### config.mk
export PLATFORM = sky130hd
export DESIGN_NAME = matrix_keypad_scanner
export DESIGN_NICKNAME = d
export VERILOG_FILES = /design/src/rtl/matrix_keypad_scanner.sv
export SDC_FILE = /design/constraint.sdc
export NUM_CORES = 1
export LEC_CHECK = 0
export ABC_AREA = 1
export CAP_MARGIN = 15
export CORE_MARGIN = 3
export CORE_UTILIZATION = 58
export DETAILED_ROUTE_END_ITERATION = 6
export PLACE_DENSITY = 0.8
export REMOVE_ABC_BUFFERS = 1
export SLEW_MARGIN = 20
export SYNTH_ARGS = -nofsm -noshare
export SYNTH_HDL_FRONTEND = slang
export SYNTH_SLANG_ARGS = --single-unit
### constraint.sdc
create_clock -name clk -period 2.51 [get_ports clk]
set_clock_uncertainty 0.15 [all_clocks]
set_input_delay 0.251 -clock clk [delete_from_list [all_inputs] [get_ports clk]]
set_output_delay 0.251 -clock clk [all_outputs]
set_load 0.02 [all_outputs]
### src/rtl/matrix_keypad_scanner.sv
// 4x4 matrix keypad scanner: drives one active-low column at a time, samples the
// synchronized rows, debounces whole frames and reports press/release events.
module matrix_keypad_scanner #(
    parameter int SCAN_DIV        = 1000,
    parameter int DEBOUNCE_FRAMES = 4
) (
    input  logic        clk,
    input  logic        reset_n,
    output logic [3:0]  col_n,
    input  logic [3:0]  row_n,
    output logic [15:0] key_map,
    output logic [3:0]  key_code,
    output logic        key_down,
    output logic        key_press,
    output logic        key_release
);

    localparam int SW = (SCAN_DIV > 1) ? $clog2(SCAN_DIV) : 1;
    localparam int MW = $clog2(DEBOUNCE_FRAMES + 1);

    typedef enum logic {
        ST_IDLE    = 1'b0,
        ST_PRESSED = 1'b1
    } state_t;

    logic [3:0]    r_sync1;
    logic [3:0]    r_sync2;
    logic [SW-1:0] r_slot;
    logic [1:0]    r_col;
    logic [15:0]   r_raw;
    logic [15:0]   r_prev;
    logic [MW-1:0] r_match;
    logic          r_load;
    state_t        r_state;

    logic          w_slot_wrap;
    logic          w_frame_done;
    logic [1:0]    w_col_next;
    logic [15:0]   w_frame;
    logic [MW-1:0] w_match_next;
    logic [15:0]   w_map_next;
    state_t        w_state_next;
    logic          w_press_next;
    logic          w_release_next;
    logic [3:0]    w_code_next;

    function automatic logic [3:0] lowest_bit(input logic [15:0] m);
        logic [3:0] idx;
        idx = 4'd0;
        for (int i = 15; i >= 0; i--) begin
            if (m[i]) begin
                idx = 4'(i);
            end else begin
                idx = idx;
            end
        end
        return idx;
    endfunction

    assign w_slot_wrap  = (r_slot == SW'(SCAN_DIV - 1));
    assign w_frame_done = w_slot_wrap && (r_col == 2'd3);
    assign w_col_next   = r_col + 2'd1;
    assign w_map_next   = r_load ? r_prev : key_map;

    // Two-flop synchronizer for the asynchronous row inputs (idle = all high)
    always_ff @(posedge clk or negedge reset_n) begin
        if (!reset_n) begin
            r_sync1 <= 4'hF;
            r_sync2 <= 4'hF;
        end else begin
            r_sync1 <= row_n;
            r_sync2 <= r_sync1;
        end
    end

    // Slot counter and column drive
    always_ff @(posedge clk or negedge reset_n) begin
        if (!reset_n) begin
            r_slot <= '0;
            r_col  <= 2'd0;
            col_n  <= 4'b1110;
        end else if (w_slot_wrap) begin
            r_slot <= '0;
            r_col  <= w_col_next;
            col_n  <= ~(4'b0001 << w_col_next);
        end else begin
            r_slot <= r_slot + SW'(1);
        end
    end

    // Raw frame with the current column's nibble replaced by the live sample
    always_comb begin
        w_frame = r_raw;
        w_frame[{r_col, 2'b00} +: 4] = ~r_sync2;
    end

    // Frame-to-frame match counter, saturating at DEBOUNCE_FRAMES
    always_comb begin
        w_match_next = MW'(1);
        if (w_frame == r_prev) begin
            if (r_match == MW'(DEBOUNCE_FRAMES)) begin
                w_match_next = r_match;
            end else begin
                w_match_next = r_match + MW'(1);
            end
        end else begin
            w_match_next = MW'(1);
        end
    end

    // Frame capture and debounce bookkeeping; r_load flags a stable frame in r_prev
    always_ff @(posedge clk or negedge reset_n) begin
        if (!reset_n) begin
            r_raw   <= 16'h0000;
            r_prev  <= 16'h0000;
            r_match <= MW'(DEBOUNCE_FRAMES);
            r_load  <= 1'b0;
        end else begin
            if (w_slot_wrap) begin
                r_raw <= w_frame;
            end
            if (w_frame_done) begin
                r_prev  <= w_frame;
                r_match <= w_match_next;
                r_load  <= (w_match_next == MW'(DEBOUNCE_FRAMES));
            end else begin
                r_load  <= 1'b0;
            end
        end
    end

    // Output FSM next-state and event decode, evaluated against the upcoming key_map
    always_comb begin
        w_state_next   = r_state;
        w_press_next   = 1'b0;
        w_release_next = 1'b0;
        w_code_next    = key_code;
        case (r_state)
            ST_IDLE: begin
                if (w_map_next != 16'h0000) begin
                    w_state_next = ST_PRESSED;
                    w_press_next = 1'b1;
                    w_code_next  = lowest_bit(w_map_next);
                end else begin
                    w_state_next = ST_IDLE;
                end
            end
            ST_PRESSED: begin
                if (w_map_next == 16'h0000) begin
                    w_state_next   = ST_IDLE;
                    w_release_next = 1'b1;
                end else begin
                    w_state_next = ST_PRESSED;
                end
            end
            default: begin
                w_state_next = ST_IDLE;
            end
        endcase
    end

    // Registered state and outputs
    always_ff @(posedge clk or negedge reset_n) begin
        if (!reset_n) begin
            r_state     <= ST_IDLE;
            key_map     <= 16'h0000;
            key_code    <= 4'd0;
            key_down    <= 1'b0;
            key_press   <= 1'b0;
            key_release <= 1'b0;
        end else begin
            r_state     <= w_state_next;
            key_map     <= w_map_next;
            key_code    <= w_code_next;
            key_down    <= (w_state_next == ST_PRESSED);
            key_press   <= w_press_next;
            key_release <= w_release_next;
        end
    end

endmodule
* Yosys cells after proc, flatten, opt, wreduce, memory -nomap -nowiden
Cells that the tools add are included.
** Storage, ports and cells
- Register bits after elaboration :: 83
- Bits of input ports :: 6
- Word-level logic and storage cells :: 61
** Cells by class
- Add/subtract/negate cells :: 4
- Equality and inequality tests :: 5
- Shifts and indexed selects :: 3
- Multiplexer cells :: 28
- Bitwise operators :: 3
- Reductions and logical operators :: 4
** Operators by type and width (number)
- two-way mux 4 bit :: 16
- bitwise mux 16 bit :: 1
- == test 16 bit :: 1
- zero test 16 bit :: 1
- two-way mux 16 bit :: 1
- nonzero test 16 bit :: 1
- variable shift 4 x 6 -> 16 bit, first input constant :: 1
- indexed part select 4 x 6 -> 16 bit :: 1
- adder 10 x 1 -> 10 bit, second input constant :: 1
- == test 10 bit, second input constant :: 1
- two-way mux 10 bit :: 1
- NOT 4 bit :: 2
- == test 3 bit, second input constant :: 2
- two-way mux 1 bit :: 6
- two-way mux 3 bit :: 2
- negator 4 -> 6 bit :: 1
- << shifter 1 x 2 -> 4 bit, first input constant :: 1
- adder 3 x 1 -> 3 bit, second input constant :: 1
- adder 2 x 1 -> 2 bit, second input constant :: 1
- == test 2 bit, second input constant :: 1
- one-hot mux 1 bit (2 select lines) :: 1
- AND reduction 2 bit :: 1
- logical AND 1 bit :: 1
- NOT 1 bit :: 1

* Depth between registers and ports, before layout
Gate-level depths: netlist (run 1).
- Depth in word-level cells :: 17
- Depth in mapped cells :: 20
- Gate-level depth less buffers :: 19

* Least setup slack after synthesis (run 1)
OpenSTA, ideal clock, no wires.
- Path kind :: register to register
- From :: register r_col[0]
- To :: register r_match[0]
- Data arrival time :: 1.947 ns
- Setup slack :: 0.298 ns
- Cell stages (with the launch flop) :: 15
- Clock period less this slack :: 2.212 ns
- Path through :: dfrtp_1 > buf_4 > inv_2 > ha_1 > nor2_2 > nand2_1 > nand2_2 > xor2_1 > nand2_1 > nor3_1 > nand3b_1 > nor2_2 > nand3_2 > o21ai_2 > inv_2
** Between the ends
- Word-level cells in the longest chain between the ends :: 5
- Elaborated cells between the ends (all ways) :: 8
- Those cells by class :: add/sub (1); eq/ne (2); shift (2); mux (2); reduce/logical (1)
** RTL lines
- start, declared :: line 29 : logic [1:0] r_col;
- start signal, assigned :: line 84 : r_col <= w_col_next;
- negator 4 -> 6 bit :: line 94 : w_frame[{r_col, 2'b00} +: 4] = ~r_sync2;
- indexed part select 4 x 6 -> 16 bit or variable shift 4 x 6 -> 16 bit (tied branches) :: line 94
- bitwise mux 16 bit :: line 94
- == test 16 bit :: line 100 : if (w_frame == r_prev) begin
- two-way mux 3 bit :: line 100
- end signal, assigned :: line 116 : r_match <= MW'(DEBOUNCE_FRAMES);
- end signal, assigned :: line 124 : r_match <= w_match_next;
- end, declared :: line 32 : logic [MW-1:0] r_match;
Parallel ways exist; a longest one is shown, timed or not.
A chain may end at the register's enable or synchronous reset.

* Worst setup path in the final report (run 1)
Ends and elaborated chain as after synthesis.

==> results of run 1 <==
[cells in the mapped netlist, types with 2 or more instances]
cell | count | area share
sky130_fd_sc_hd__a21oi_1 | 9 | 0.011
sky130_fd_sc_hd__buf_6 | 3 | 0.0084
sky130_fd_sc_hd__clkbuf_1 | 6 | 0.0056
sky130_fd_sc_hd__dfrtp_1 | 71 | 0.44
sky130_fd_sc_hd__dfstp_2 | 12 | 0.078
sky130_fd_sc_hd__ha_1 | 8 | 0.025
sky130_fd_sc_hd__inv_1 | 53 | 0.050
sky130_fd_sc_hd__inv_2 | 17 | 0.016
sky130_fd_sc_hd__nand2_1 | 140 | 0.13
sky130_fd_sc_hd__nand2_2 | 3 | 0.0047
sky130_fd_sc_hd__nand3_1 | 9 | 0.011
sky130_fd_sc_hd__nand4_1 | 3 | 0.0047
sky130_fd_sc_hd__nor2_1 | 27 | 0.025
sky130_fd_sc_hd__nor2_2 | 10 | 0.016
sky130_fd_sc_hd__nor2_4 | 2 | 0.0056
sky130_fd_sc_hd__nor3_1 | 5 | 0.0062
sky130_fd_sc_hd__o21ai_0 | 38 | 0.047
sky130_fd_sc_hd__o21ai_1 | 4 | 0.0050
sky130_fd_sc_hd__o21ai_2 | 11 | 0.024
sky130_fd_sc_hd__o22ai_1 | 5 | 0.0078
sky130_fd_sc_hd__o31ai_1 | 2 | 0.0037
sky130_fd_sc_hd__or2_1 | 3 | 0.0047
sky130_fd_sc_hd__xor2_1 | 13 | 0.028
[worst register-to-register path, cell delays in order, from the launching register on]
cell and delay (ns):
sky130_fd_sc_hd__dfrtp_1 0.45, sky130_fd_sc_hd__inv_4 0.09, sky130_fd_sc_hd__ha_4 0.30, sky130_fd_sc_hd__inv_2 0.05, sky130_fd_sc_hd__nor3_4 0.22, sky130_fd_sc_hd__nand2_1 0.11, sky130_fd_sc_hd__nand2_2 0.10, sky130_fd_sc_hd__xor2_1 0.12
sky130_fd_sc_hd__nor3_2 0.17, sky130_fd_sc_hd__nand3_1 0.14, sky130_fd_sc_hd__nor2_2 0.20, sky130_fd_sc_hd__nand3_2 0.11, sky130_fd_sc_hd__o21ai_2 0.07, sky130_fd_sc_hd__inv_2 0.03
[timing repair]
item / CTS / global route
hold endpoints to repair: 71 / 0
pin swaps: 0 / 2
hold buffers: 1 / 0
endpoints found under the setup margin: 4 / 4
resized for setup: 1 / 7
setup buffers: 0 / 3
[cells in the final DEF, fill, tap and decap left out, types with 10 or more instances in the layout]
cell / count
sky130_fd_sc_hd__o21ai_0: 37
sky130_fd_sc_hd__xor2_1: 13
sky130_fd_sc_hd__nor2_1: 27
sky130_fd_sc_hd__inv_1: 52
sky130_fd_sc_hd__o21ai_2: 11
sky130_fd_sc_hd__inv_2: 17
sky130_fd_sc_hd__clkdlybuf4s50_1: 31
sky130_fd_sc_hd__dfstp_2: 12
sky130_fd_sc_hd__buf_4: 15
sky130_fd_sc_hd__nor2_2: 10
sky130_fd_sc_hd__nand2_1: 139
sky130_fd_sc_hd__dfrtp_1: 71
[cells by family after synthesis]
group | count (synthesis) | synth area share
adders and majority gates | 8 | 0.0249
xor gates and xnor gates | 14 | 0.0305
AOI/OAI and AO/OA | 73 | 0.108
buffers and inverters | 83 | 0.0853
DFF | 83 | 0.521
and+or+nand+nor | 209 | 0.230
[cell type report]
cell class | count | area, µm²
Multi-Input combinational cell | 304 | 1610
Sequential cell | 83 | 2090
Fill cell | 487 | 1790
Inverter | 72 | 278
Tap cell | 77 | 96.3
Clock buffer | 9 | 124
Timing Repair Buffer | 47 | 433
Clock inverter | 7 | 116
[stage by stage]
step           setup slack, ns  power, mW  utilization  area, µm²  hold WS (ns)
4_1_cts                 0.0101       2.56        0.720       4700         0.138
5_1_grt                -0.0184       2.62        0.727       4750         0.136
3_5_place_dp            0.0509       1.43        0.681       4450         0.197
3_3_place_gp            0.0541       1.43        0.681       4450         0.196
6_report                 0.107       2.54        0.727       4750         0.145
2_1_floorplan            0.234       1.39            -       3950        -0.195
[per-layer routing]
layer,global-route usage,routed length [µm],up-vias
li1,-,-,1557
met1,0.308,3800,1499
met2,0.360,4080,85
met3,0.0488,416,11
met4,0.0839,127,0
met5,0,0,-
[power by group]
part | total (mW) | switching, mW | internal, mW
combinational | 0.0503 | 0.0357 | 0.0147
sequential | 1.35 | 0.00375 | 1.35
clock | 1.14 | 0.483 | 0.658
total | 2.54 | 0.522 | 2.02
[registers in the layout, indices dropped and copies added, names as in the netlist, 4 cells and up]
register and flops:
r_sync1 4, col_n 4, r_slot 10, r_sync2 4, r_prev 16, key_code 4
r_raw 16, key_map 16
[worst max-delay path by stage]
stage | start | to | slack (ns)
2_1_floorplan | r_col[0] | r_match[0] | 0.23
3_3_place_gp | r_col[0] | r_match[0] | 0.05
3_5_place_dp | r_col[0] | r_match[0] | 0.05
4_1_cts | r_col[0] | r_match[0] | 0.01
5_1_grt | r_col[0] | r_match[0] | -0.02
6_report | r_col[0] | r_match[0] | 0.11
==> out/summary.md, run 1 <==
The logs give 0.345 for the worst slew slack as a fraction of its limit and 83 for the number of clock sinks. The share of post-route cells with drive strength above 1 was 0.190; the routed wire length was 8.42 mm. The clock period minus worst slack is 2.40 ns.

The global-route wire length before repair came out at 13.7 mm. For the count of pins over their slew limit, the log shows 0. The startpoint type of the worst setup path is a flop. Setup violations remaining at the end of the flow were counted as 0. From synthesis to final layout, the design area changed by 18.1%.

The count of cells along the worst register-to-register path is 13. The DRC violation count after routing is 0, and the average instance area after synthesis is 8.55 µm². Entering global routing, the biggest net connects 81 pins.

At the end of the flow, the number of nets in the layout was 531. The slew at the pin closest to its max-slew limit came out at 0.983 ns. The critical path is of the flop to flop type.

The worst register-to-register path has a setup slack of 0.11 ns. The power density over cell area is 536 mW/mm², and the total standard cell area after synthesis is 0.00402 mm². The critical register-to-register path endpoint was r_match[0].

The run gives 0.226 as the total global-route track usage. TritonCTS built the clock tree. The main flop type after synthesis was sky130_fd_sc_hd__dfrtp_1. In this run, synthesis inferred 0 flip-flops with an integrated enable. The finished layout holds 599 standard cells, fillers aside. Startpoint of the tightest hold check path: row_n[1]. The synthesized design contains 83 register bits. The signal on the critical path passes through inv_4, ha_4, inv_2, nor3_4, nand2_1, nand2_2, xor2_1, nor3_2, nand3_1, nor2_2, nand3_2, o21ai_2, inv_2. The via total after detailed routing was 3152; the final antenna-violating net count was 0. The top cell family by delay on the critical path was simple AND/OR/NAND/NOR gates. Derived from the worst setup path, the maximum achievable clock frequency is 0.416 GHz.

The number of antenna diodes in the final layout is 0. Portion of the post-synthesis area used by sequential elements: 0.521. The worst setup path is captured at a flop. In this design, the stage delay of the slowest critical-path cell is 0.45 ns. The tools report the clock root buffer master as sky130_fd_sc_hd__clkbuf_8. Clock latency on the worst-skew pair, taken at its later pin, is 0.36 ns. The H-tree was split into 3 levels. The logs give 0.615 for the starting density of the core and 0 for the residual overflow from global routing. The number of placed cells counting well taps was 579. In this run the critical register-to-register path is launched from r_col[0]. The highest fanout seen on the critical path was 5. After technology mapping, the gate count stands at 470. The die span in y was 89.2 µm; the worst vdd rail ir drop was 0.366 mV. The analysis attributes to cell leakage a power of 2.35 nW. The core outline area is 0.00653 mm², and the share of flip-flops with an asynchronous set or reset is 1.00. During synthesis, Yosys emitted a total of 0 warnings. The logs give 0.937 for the final weighted congestion in routability-driven placement and 191 for the detailed router's first-iteration violation count. The half-perimeter wire length after detailed placement is 5.94 mm, and the TritonCTS buffer count is 9. The logs give 0 for the initial antenna violation count and 39 for the unique cell type count in the Yosys netlist. Clock-pin slew was measured on the worst setup and hold paths at 0.08 ns.

Cell type with the highest occurrence count on the critical path: sky130_fd_sc_hd__inv_2. The data arrival time of the critical path was 2.51 ns; the detailed-route vias per instance was 5.26. End point of the worst hold path: r_sync1[1].

The critical-path cell with the highest stage delay is sky130_fd_sc_hd__dfrtp_1. The required time of the worst setup path was 2.62 ns. After detailed routing, the average wire length per cell comes to 14.1 µm. The cell depth of the worst min-delay path was 1; the first-pass iteration count of the detailed router was 5.

The floorplan step set the die width to 89.2 µm. The number of buffers and inverters on the critical path is 3. The flow ran to the end, and the final reports show no timing, DRC or antenna violations. The count of input and output buffers was 32. The floorplan step defined a die boundary enclosing 0.00796 mm². The number of top-level pins came out at 33. The tightest min-delay check is of the input pin to flop type.

The longest clock path from root to sink contains 2 buffers. The tools report the hold violation count in the final report as 0. The period utilization was 0.957.

For the via count of the first global-routing pass, the log shows 3072. Row generation in the floorplan step produced 29 rows. The number of max-cap violations came out at 0. Accumulated negative setup slack: 0 ns.

The logic depth of the worst setup path including buffers came out at 13.
Note: power is estimated with default switching activity, not from simulation.
==> run 2, diff against run 1 <==
clock period = 2.53 ns   (was 2.51 ns; I/O delays follow)
==> out/summary.md, run 2 (synthesized netlist as in run 1, its figures left out) <==
The switching power share of the total is 0.211. The number of setup violations in the final report is 0. The total global-route track usage came out at 0.227.

Row count: 29. The via count of the first global-routing pass was 3106. The number of top-level pins came out at 33. Counting along the longest clock path gives a buffer depth of 2. The detailed-route vias per instance is 5.22, and the detailed router's first-iteration violation count is 192. Counting the buffers created by CTS gives 9. The slew at the pin closest to its max-slew limit came out at 0.984 ns. The H-tree generated during clock tree synthesis spans 3 levels. The share of post-route cells with drive strength above 1 works out to 0.183. The leakage power figure is 2.32 nW.

At the end of the flow, the number of nets in the layout was 527. In the layout the commonest cells are sky130_fd_sc_hd__nand2_1, sky130_fd_sc_hd__dfrtp_1, sky130_fd_sc_hd__inv_1. The sequential share of power came out at 0.561. During placement, the flow inserted port buffers numbering 32. The pin count of the biggest net entering global routing is 82, and the core outline area is 0.00653 mm². For the worst-skew pair, the clock arrives at the later sink with an insertion delay of 0.36 ns. The combinational power share was 0.020; the cell depth of the worst min-delay path was 1. The leading cell type in the layout, fill and taps excluded was sky130_fd_sc_hd__nand2_1. Data arrival time of the critical path: 2.54 ns.

CTS placed an instance of sky130_fd_sc_hd__clkbuf_8 at the clock tree root. The power density over cell area works out to 509 mW/mm². From synthesis to final layout, the design area changed by 16.8%. The setup path with the least slack is of type flop to flop. Cell type with the highest occurrence count on the critical path: sky130_fd_sc_hd__inv_2. Starting density of the core: 0.615. The number of max-cap violations was 0; the DRC violation count after routing was 0. The share of total power in the clock network was 0.418. The routed wire length is 8.22 mm. Critical-path cell with the highest stage delay: sky130_fd_sc_hd__dfrtp_2. First-pass iteration count of the detailed router: 5.

The largest registers in the layout are key_map: 16 flops, r_prev: 16 flops, r_raw: 16 flops. The run gives 504 µW as the switching power of the nets. The period utilization came out at 0.963. Counting the fill cells in the layout gives 494. The horizontal extent of the die is 89.2 µm. The clock edge transition at the registers on the reported setup and hold paths was 0.08 ns; the clock period minus worst slack was 2.44 ns.

The highest fanout seen on the critical path came out at 5. At the end of routability-driven placement, the weighted congestion stood at 0.921. The number of antenna diodes in the final layout is 0. The average wire per standard cell is 13.8 µm.

The largest single stage delay on the critical path is 0.43 ns. The count of cells along the worst register-to-register path is 13. STA classifies the critical path startpoint as a flop. For the hold violation count in the final report, the log shows 0.

IR analysis of the VDD net gives a maximum drop of 0.369 mV. Static timing analysis puts the maximum clock frequency at 0.410 GHz. The floorplan step defined a die boundary enclosing 0.00796 mm². The die span in y was 89.2 µm.

The tightest min-delay check is of the input pin to flop type. The finished cells cover 0.00470 mm². The initial antenna violation count came out at 0. The post-placement cell area came out at 0.00443 mm². TritonCTS built the clock tree.

The count of pins over their slew limit was 0. For the number of clock sinks, the log shows 83. The run finished with clean final reports. The worst setup path is captured at a flop. In the final timing run, aggregate negative setup slack is 0 ns. STA puts the critical path data required time at 2.64 ns. The HPWL after detailed placement is 5.85 mm. Once detail routing completed, the nets flagged for antenna violations numbered 0. The first global-routing pass estimated 13.6 mm of wire. The critical path goes through inv_2, ha_4, inv_2, nor3_4, nand2_1, nand2_1, xor2_1, nor3_2, nand3_1, nor2_2, nand3_2, o21ai_2, inv_2.

Cell internal power was estimated by the tool at 1.88 mW. The residual overflow from global routing was 0; the via total after detailed routing was 3105. The run gives 0.344 as the worst slew slack as a fraction of its limit.
[run 2: changes by cell type in the layout (fill, tap and decap cells not counted), sizes merged]
cell,before,now
buf,15,11
bufinv,3,1
clkbuf,9,12
clkinv,5,4
[run 2: worst max-delay path: cells and delay by family, from the launching register on]
| kind | cells | cell delay, ns |
|---|---|---|
| flip-flops | 1 | 0.43 |
| AND/OR/NAND/NOR | 7 | 1.02 |
| buffers and inverters | 3 | 0.19 |
| XOR/XNOR | 1 | 0.14 |
| AO/OA/AOI/OAI | 1 | 0.07 |
| adder cells (fa/ha/maj) | 1 | 0.32 |
[run 2: final cells by class]
class,instances,area [µm²],share of cell area
Multi-Input combinational cell,304,1620,0.344
Timing Repair Buffer,43,403,0.0858
Sequential cell,83,2090,0.446
Clock inverter,4,47.5,0.0101
Clock buffer,12,165,0.0352
Tap cell,77,96.3,0.0205
Inverter,72,275,0.0586
[run 2: path summary, 6_finish.rpt]
path / startpoint / endpoint / slack (ns)
max in group asynchronous: reset_n / r_sync2[2] / 1.05
max: r_col[0] / r_match[0] / 0.09
min: row_n[0] / r_sync1[0] / 0.15
max reg2reg: r_col[0] / r_match[0] / 0.09
min in group asynchronous: reset_n / r_slot[7] / 0.46
min reg2reg: r_sync1[0] / r_sync2[0] / 0.21
[run 2: stage by stage]
stage | hold slack (ns) | util | power [mW] | worst slack [ns] | std cells
after global placement | 0.195 | 0.679 | 1.41 | 0.0566 | 577
after floorplan | -0.193 | - | 1.38 | 0.254 | 459
after global routing | 0.137 | 0.719 | 2.46 | -0.0415 | 595
after CTS | 0.141 | 0.713 | 2.40 | 0.0113 | 594
final | 0.147 | 0.719 | 2.39 | 0.0925 | 595
after detailed placement | 0.198 | 0.679 | 1.41 | 0.0236 | 577
[run 2: power groups by stage]
stage	clock network (mW)	registers, mW	logic [mW]
5_1_grt	1.07	1.34	0.0564
4_1_cts	1.01	1.34	0.0504
2_1_floorplan	0	1.37	0.0111
6_report	0.999	1.34	0.0487
3_3_place_gp	0	1.37	0.0473
3_5_place_dp	0	1.37	0.0483
[run 2: timing repair]
action | CTS | global route
setup buffers | 0 | 1
hold buffers | 1 | 0
gates resized for setup | 0 | 8
endpoints found under the setup margin | 0 | 4
hold endpoints to repair | 71 | 0
[run 2: metal layers]
metal / up-vias / GRT usage / share of wire / wire length, µm
li1: 1543 / - / - / -
met1: 1460 / 0.309 / 0.46 / 3790
met2: 87 / 0.354 / 0.47 / 3890
met3: 15 / 0.0608 / 0.047 / 387
met4: 0 / 0.0771 / 0.019 / 153
met5: - / 0 / 0 / 0
